$ cat src/rtl/shadow_fetch_arbiter_if.sv
// Requester/ROM-side bundle for the shadow fetch arbiter. The master side holds
// the fighters, the frame pulse and the ROM data return. The slave side is the arbiter.
interface shadow_fetch_arbiter_if #(
   parameter int ADDR_W = 11,
   parameter int DATA_W = 4
);
   logic              frame_start;
   logic              reqL;
   logic [ADDR_W-1:0] addrL;
   logic              reqR;
   logic [ADDR_W-1:0] addrR;
   logic [DATA_W-1:0] rom_data;
   logic [ADDR_W-1:0] rom_addr;
   logic              grantL;
   logic              grantR;
   logic              validL;
   logic              validR;
   logic [DATA_W-1:0] dataL;
   logic [DATA_W-1:0] dataR;
   logic              busy;

   modport master (
      output frame_start, reqL, addrL, reqR, addrR, rom_data,
      input  rom_addr, grantL, grantR, validL, validR, dataL, dataR, busy
   );

   modport slave (
      input  frame_start, reqL, addrL, reqR, addrR, rom_data,
      output rom_addr, grantL, grantR, validL, validR, dataL, dataR, busy
   );
endinterface

$ cat src/rtl/shadow_fetch_arbiter.sv
// Round-robin arbiter sharing one shadow-sprite ROM between two fighters.
// It grants one fetch per cycle and steers each return to its requester by a tag, in grant order.
module shadow_fetch_arbiter #(
   parameter int ADDR_W  = 11,
   parameter int DATA_W  = 4,
   parameter int ROM_LAT = 2
) (
   input  logic                  clk_25MHz,
   input  logic                  reset_n,
   shadow_fetch_arbiter_if.slave bus
);
   typedef enum logic [1:0] {
      IDLE    = 2'd0,
      SERVE_L = 2'd1,
      SERVE_R = 2'd2
   } state_t;

   state_t              state_q, state_d;
   logic                last_r_q, last_r_d;
   logic                pick_l, pick_r;
   logic [ADDR_W-1:0]   rom_addr_q;
   // Stage 0 is loaded with the grant, stage ROM_LAT is the return strobe; tag 1 means R
   logic [ROM_LAT:0]    vld_q, tag_q;
   logic [DATA_W-1:0]   dataL_q, dataR_q;

   always_comb begin
      pick_l   = bus.reqL & (~bus.reqR | last_r_q);
      pick_r   = bus.reqR & ~pick_l;
      state_d  = IDLE;
      if (pick_l)      state_d = SERVE_L;
      else if (pick_r) state_d = SERVE_R;
      // Frame start resets fairness so L wins the first tie of the new frame
      last_r_d = last_r_q;
      if (bus.frame_start) last_r_d = 1'b1;
      else if (pick_l)     last_r_d = 1'b0;
      else if (pick_r)     last_r_d = 1'b1;
   end

   always_ff @(posedge clk_25MHz or negedge reset_n) begin
      if (!reset_n) begin
         state_q    <= IDLE;
         last_r_q   <= 1'b1;
         rom_addr_q <= '0;
         vld_q      <= '0;
         tag_q      <= '0;
         dataL_q    <= '0;
         dataR_q    <= '0;
      end else begin
         state_q  <= state_d;
         last_r_q <= last_r_d;
         if (pick_l)      rom_addr_q <= bus.addrL;
         else if (pick_r) rom_addr_q <= bus.addrR;
         vld_q[0] <= pick_l | pick_r;
         tag_q[0] <= pick_r;
         for (int i = 1; i <= ROM_LAT; i++) begin
            vld_q[i] <= vld_q[i-1];
            tag_q[i] <= tag_q[i-1];
         end
         if (vld_q[ROM_LAT-1] & ~tag_q[ROM_LAT-1]) dataL_q <= bus.rom_data;
         if (vld_q[ROM_LAT-1] &  tag_q[ROM_LAT-1]) dataR_q <= bus.rom_data;
      end
   end

   assign bus.rom_addr = rom_addr_q;
   assign bus.grantL   = (state_q == SERVE_L);
   assign bus.grantR   = (state_q == SERVE_R);
   assign bus.validL   = vld_q[ROM_LAT] & ~tag_q[ROM_LAT];
   assign bus.validR   = vld_q[ROM_LAT] &  tag_q[ROM_LAT];
   assign bus.dataL    = dataL_q;
   assign bus.dataR    = dataR_q;
   assign bus.busy     = |vld_q;

   assert property (@(posedge clk_25MHz) disable iff (!reset_n) !(bus.grantL && bus.grantR));
   assert property (@(posedge clk_25MHz) disable iff (!reset_n) !(bus.validL && bus.validR));
endmodule
$ cat src/flat_wrapper.sv
// flat-port wrapper written by rule: the top's interface ports become plain ports
module shadow_fetch_arbiter_flat 
#(
   parameter int ADDR_W  = 11,
   parameter int DATA_W  = 4,
   parameter int ROM_LAT = 2
)
  (clk_25MHz, reset_n, bus_frame_start, bus_reqL, bus_addrL, bus_reqR, bus_addrR, bus_rom_data, bus_rom_addr, bus_grantL, bus_grantR, bus_validL, bus_validR, bus_dataL, bus_dataR, bus_busy);
  shadow_fetch_arbiter_if #(.ADDR_W(ADDR_W), .DATA_W(DATA_W)) bus_i ();
  input  logic clk_25MHz;
  input  logic reset_n;
  input wire logic [$bits(bus_i.frame_start)-1:0] bus_frame_start;
  input wire logic [$bits(bus_i.reqL)-1:0] bus_reqL;
  input wire logic [$bits(bus_i.addrL)-1:0] bus_addrL;
  input wire logic [$bits(bus_i.reqR)-1:0] bus_reqR;
  input wire logic [$bits(bus_i.addrR)-1:0] bus_addrR;
  input wire logic [$bits(bus_i.rom_data)-1:0] bus_rom_data;
  output wire logic [$bits(bus_i.rom_addr)-1:0] bus_rom_addr;
  output wire logic [$bits(bus_i.grantL)-1:0] bus_grantL;
  output wire logic [$bits(bus_i.grantR)-1:0] bus_grantR;
  output wire logic [$bits(bus_i.validL)-1:0] bus_validL;
  output wire logic [$bits(bus_i.validR)-1:0] bus_validR;
  output wire logic [$bits(bus_i.dataL)-1:0] bus_dataL;
  output wire logic [$bits(bus_i.dataR)-1:0] bus_dataR;
  output wire logic [$bits(bus_i.busy)-1:0] bus_busy;
  assign bus_i.frame_start = bus_frame_start;
  assign bus_i.reqL = bus_reqL;
  assign bus_i.addrL = bus_addrL;
  assign bus_i.reqR = bus_reqR;
  assign bus_i.addrR = bus_addrR;
  assign bus_i.rom_data = bus_rom_data;
  assign bus_rom_addr = bus_i.rom_addr;
  assign bus_grantL = bus_i.grantL;
  assign bus_grantR = bus_i.grantR;
  assign bus_validL = bus_i.validL;
  assign bus_validR = bus_i.validR;
  assign bus_dataL = bus_i.dataL;
  assign bus_dataR = bus_i.dataR;
  assign bus_busy = bus_i.busy;
  shadow_fetch_arbiter #(.ADDR_W(ADDR_W), .DATA_W(DATA_W), .ROM_LAT(ROM_LAT)) u_core (.clk_25MHz(clk_25MHz), .reset_n(reset_n), .bus(bus_i));
endmodule
$ cat config.mk
export PLATFORM = sky130hd
export DESIGN_NAME = shadow_fetch_arbiter_flat
export DESIGN_NICKNAME = d
export VERILOG_FILES = /design/src/rtl/shadow_fetch_arbiter_if.sv /design/src/rtl/shadow_fetch_arbiter.sv /design/src/flat_wrapper.sv
export SDC_FILE = /design/constraint.sdc
export NUM_CORES = 1
export LEC_CHECK = 0
export ABC_CLOCK_PERIOD_IN_PS = 2100
export CORE_ASPECT_RATIO = 1.1
export CORE_MARGIN = 2
export CORE_UTILIZATION = 42
export DETAILED_ROUTE_END_ITERATION = 10
export GPL_ROUTABILITY_DRIVEN = 0
export PLACE_DENSITY = 0.83
export REMOVE_ABC_BUFFERS = 1
export SLEW_MARGIN = 20
export SYNTH_ARGS = -nofsm -noshare
export SYNTH_HDL_FRONTEND = slang
export SYNTH_SLANG_ARGS = --single-unit
$ cat constraint.sdc
create_clock -name clk_25MHz -period 2.1 [get_ports clk_25MHz]
set_clock_uncertainty 0.05 [all_clocks]
set_input_delay 0.42 -clock clk_25MHz [delete_from_list [all_inputs] [get_ports clk_25MHz]]
set_output_delay 0.42 -clock clk_25MHz [all_outputs]
set_load 0.005 [all_outputs]
==> results.cfg <==
[synth]
ys_ff_latch = 27
ys_warn_count = 0
syn_area_mm2 = 0.00112
syn_avg_cell_area_um2 = 13.3
ys_seq_area_share_pct = 60.5
synth_cell_types = 21
syn_inst = 84

[timing]
period_minus_slack_ns = 2.01
period_share_pct = 95.8
drv_slew = 0
whs_ns = 0.344
grt_setup_unrepaired = no
fin_tns_setup_ns = 0
finalSetupViolCount = 0
worst_pin_slew_ns = 0.327
final_hold_viol_count = 0
max_slew_margin_pct = 78.2
fmax_ghz = 0.497

[place]
dp.cells = 168
place.detailed.hpwl_um = 2020
place_area_mm2 = 0.00168
portBuffers = 54

[finish]
multi_input_area_um2 = 385
fin_util_pct = 67.8
drive_gt1_share_pct = 7.04
seq_area_um2 = 677
final_area_mm2 = 0.00171
fillers = 203
fin_cells = 173
areaGrowthSynthToFinish_pct = 52.8
nets = 174
final_common_cell = clkdlybuf4s50_1
diodes = 0
layout_common_cells = clkdlybuf4s50_1 (54), dfrtp_1 (26), mux2_1 (8)

[min_path]
hold_path_depth = 0
hold_path_end = u_core.vld_q[1]$_DFF_PN0_
hold_path_startpoint = u_core.vld_q[0]$_DFF_PN0_
hold_class = register to register

[die]
start_util_pct = 44.4
fp-row-count = 19
design.core.area_mm2 = 0.00252
die_width_um = 53.2
pin_count = 55
die_area_mm2 = 0.00309
die_h_um = 58.1

[clock_network]
cts_tree = built
cts_buffers = 3
clockRootBuffer = clkbuf_4
cts_buffer_depth = 2
clk_latency_ns = 0.31
htree_num_levels = 1
cts.sinks = 27
clkTransAtPathRegs_ns = 0.12

[job]
drv_cap = 0

[outcome]
outcome = finished, final reports clean

[global_route]
grt_max_degree = 28
grt_pass1_vias = 966
overflow = 0
grt_pass1_wl_um = 4000
grtUsageTotal_pct = 17.7
antenna_found_initial = 0

[worst_setup_path]
crit_path_start_kind = register
cp_data_required_time_ns = 1.63
worstPathArrival_ns = 1.54
rr_startpoint = u_core.last_r_q$_DFFE_PN1P_
r2r_cells = 3
r2r_end = u_core.bus.rom_addr[10]$_DFFE_PN0P_
end_kind = output pin
reg2reg_setup_slack_ns = 0.78
cp_max_fo = 3
path_class = register to output pin

[detailed_routing]
wl_per_cell_um = 14.5
dr_wl_met3_um = 231
wl_met1_um = 844
met2WireLength_um = 1390
first_iter_violations = 16
routed.top_layer = met4
drt-pass1-iter-count = 4
totalWireLength_um = 2510
antenna_left = 0
drc = 0
vias = 906
via_per_inst = 5.24

[power_and_ir_drop]
power_density_mw_per_mm2 = 648
irDropWorstVdd_uv = 442
p_leak_nw = 0.701
## layout make-up
type | instances | share of cell area (%)
Clock buffer | 4 | 1.54
Tap cell | 31 | 2.27
Inverter | 3 | 0.659
Multi-Input combinational cell | 50 | 22.5
Timing Repair Buffer | 58 | 33.4
Sequential cell | 27 | 39.6
## where the power goes
group	switching, W	internal (W)
logic	0.0000913	0.000194
clock network	0.000136	0.0000743
registers	0.0000327	0.000579
## registers in the layout (all words and copies together), names as in the netlist
name                 cells
u_core.bus.dataL         4
u_core.bus.rom_addr     11
u_core.state_q           1
u_core.vld_q             3
u_core.bus.dataR         4
u_core.tag_q             3
u_core.last_r_q          1
## worst max-delay path, stage by stage, from the launching register on
cell	delay [ns]
dfrtp_1	0.41
or3_1	0.38
clkdlybuf4s50_1	0.45
## per-stage QoR
step,setup WS (ns),total power (W)
after global placement,0.369,0.000897
final,0.0892,0.00111
after global routing,0.0224,0.00117
after detailed placement,0.348,0.000911
after CTS,0.0545,0.00113
after floorplan,0.879,0.000703
## cell usage after synthesis
| cell type | instances | share of area, % |
|---|---|---|
| or2_1 | 1 | 0.56 |
| dfstp_2 | 1 | 2.3 |
| mux2i_1 | 4 | 3.6 |
| o22a_1 | 7 | 5.5 |
| a21bo_2 | 1 | 0.89 |
| buf_6 | 4 | 4.0 |
| o21ai_1 | 4 | 1.8 |
| nand2b_1 | 2 | 1.1 |
| nand3b_1 | 3 | 2.0 |
| o21ai_0 | 1 | 0.45 |
| nand2_1 | 2 | 0.67 |
| a21oi_1 | 4 | 1.8 |
| o22ai_1 | 1 | 0.56 |
| or3_1 | 1 | 0.56 |
| inv_2 | 1 | 0.34 |
| nor2b_1 | 3 | 1.7 |
| inv_1 | 2 | 0.67 |
| and2_1 | 1 | 0.56 |
| o21a_1 | 7 | 4.7 |
| dfrtp_1 | 26 | 58 |
| mux2_1 | 8 | 8.1 |
## per-layer routing
layer	global-route usage, %	vias to the layer above
met4	9.52	0
li1	-	422
met1	16.7	435
met2	33.0	45
met5	0	-
met3	5.15	4
## kinds of logic (layout without fill, tap and decap cells)
logic type	count (synthesis)	in the layout	synth area share (%)
AOI/OAI and AO/OA	25	25	15.7
DFF	27	27	60.5
buffers and inverters	7	65	5.03
muxes	12	12	11.6
and+or+nand+nor	13	13	7.16
## how the worst max path moves through the flow
stage	start	to	slack [ns]
3_3_place_gp	bus_reqL	u_core.bus.rom_addr[3]$_DFFE_PN0P_	0.37
2_1_floorplan	u_core.vld_q[1]$_DFF_PN0_	bus_busy	0.88
6_report	u_core.vld_q[1]$_DFF_PN0_	bus_busy	0.09
3_5_place_dp	bus_reqL	u_core.bus.rom_addr[0]$_DFFE_PN0P_	0.35
4_1_cts	u_core.vld_q[1]$_DFF_PN0_	bus_busy	0.05
5_1_grt	u_core.vld_q[1]$_DFF_PN0_	bus_busy	0.02
## what timing repair did
item | CTS | global route
hold endpoints to repair | 0 | 0
setup endpoints to repair | 0 | 1
gates resized for setup | 0 | 0
hold buffers | 0 | 0
setup buffers | 0 | 1
No activity file was read; power rests on OpenSTA's default activity.
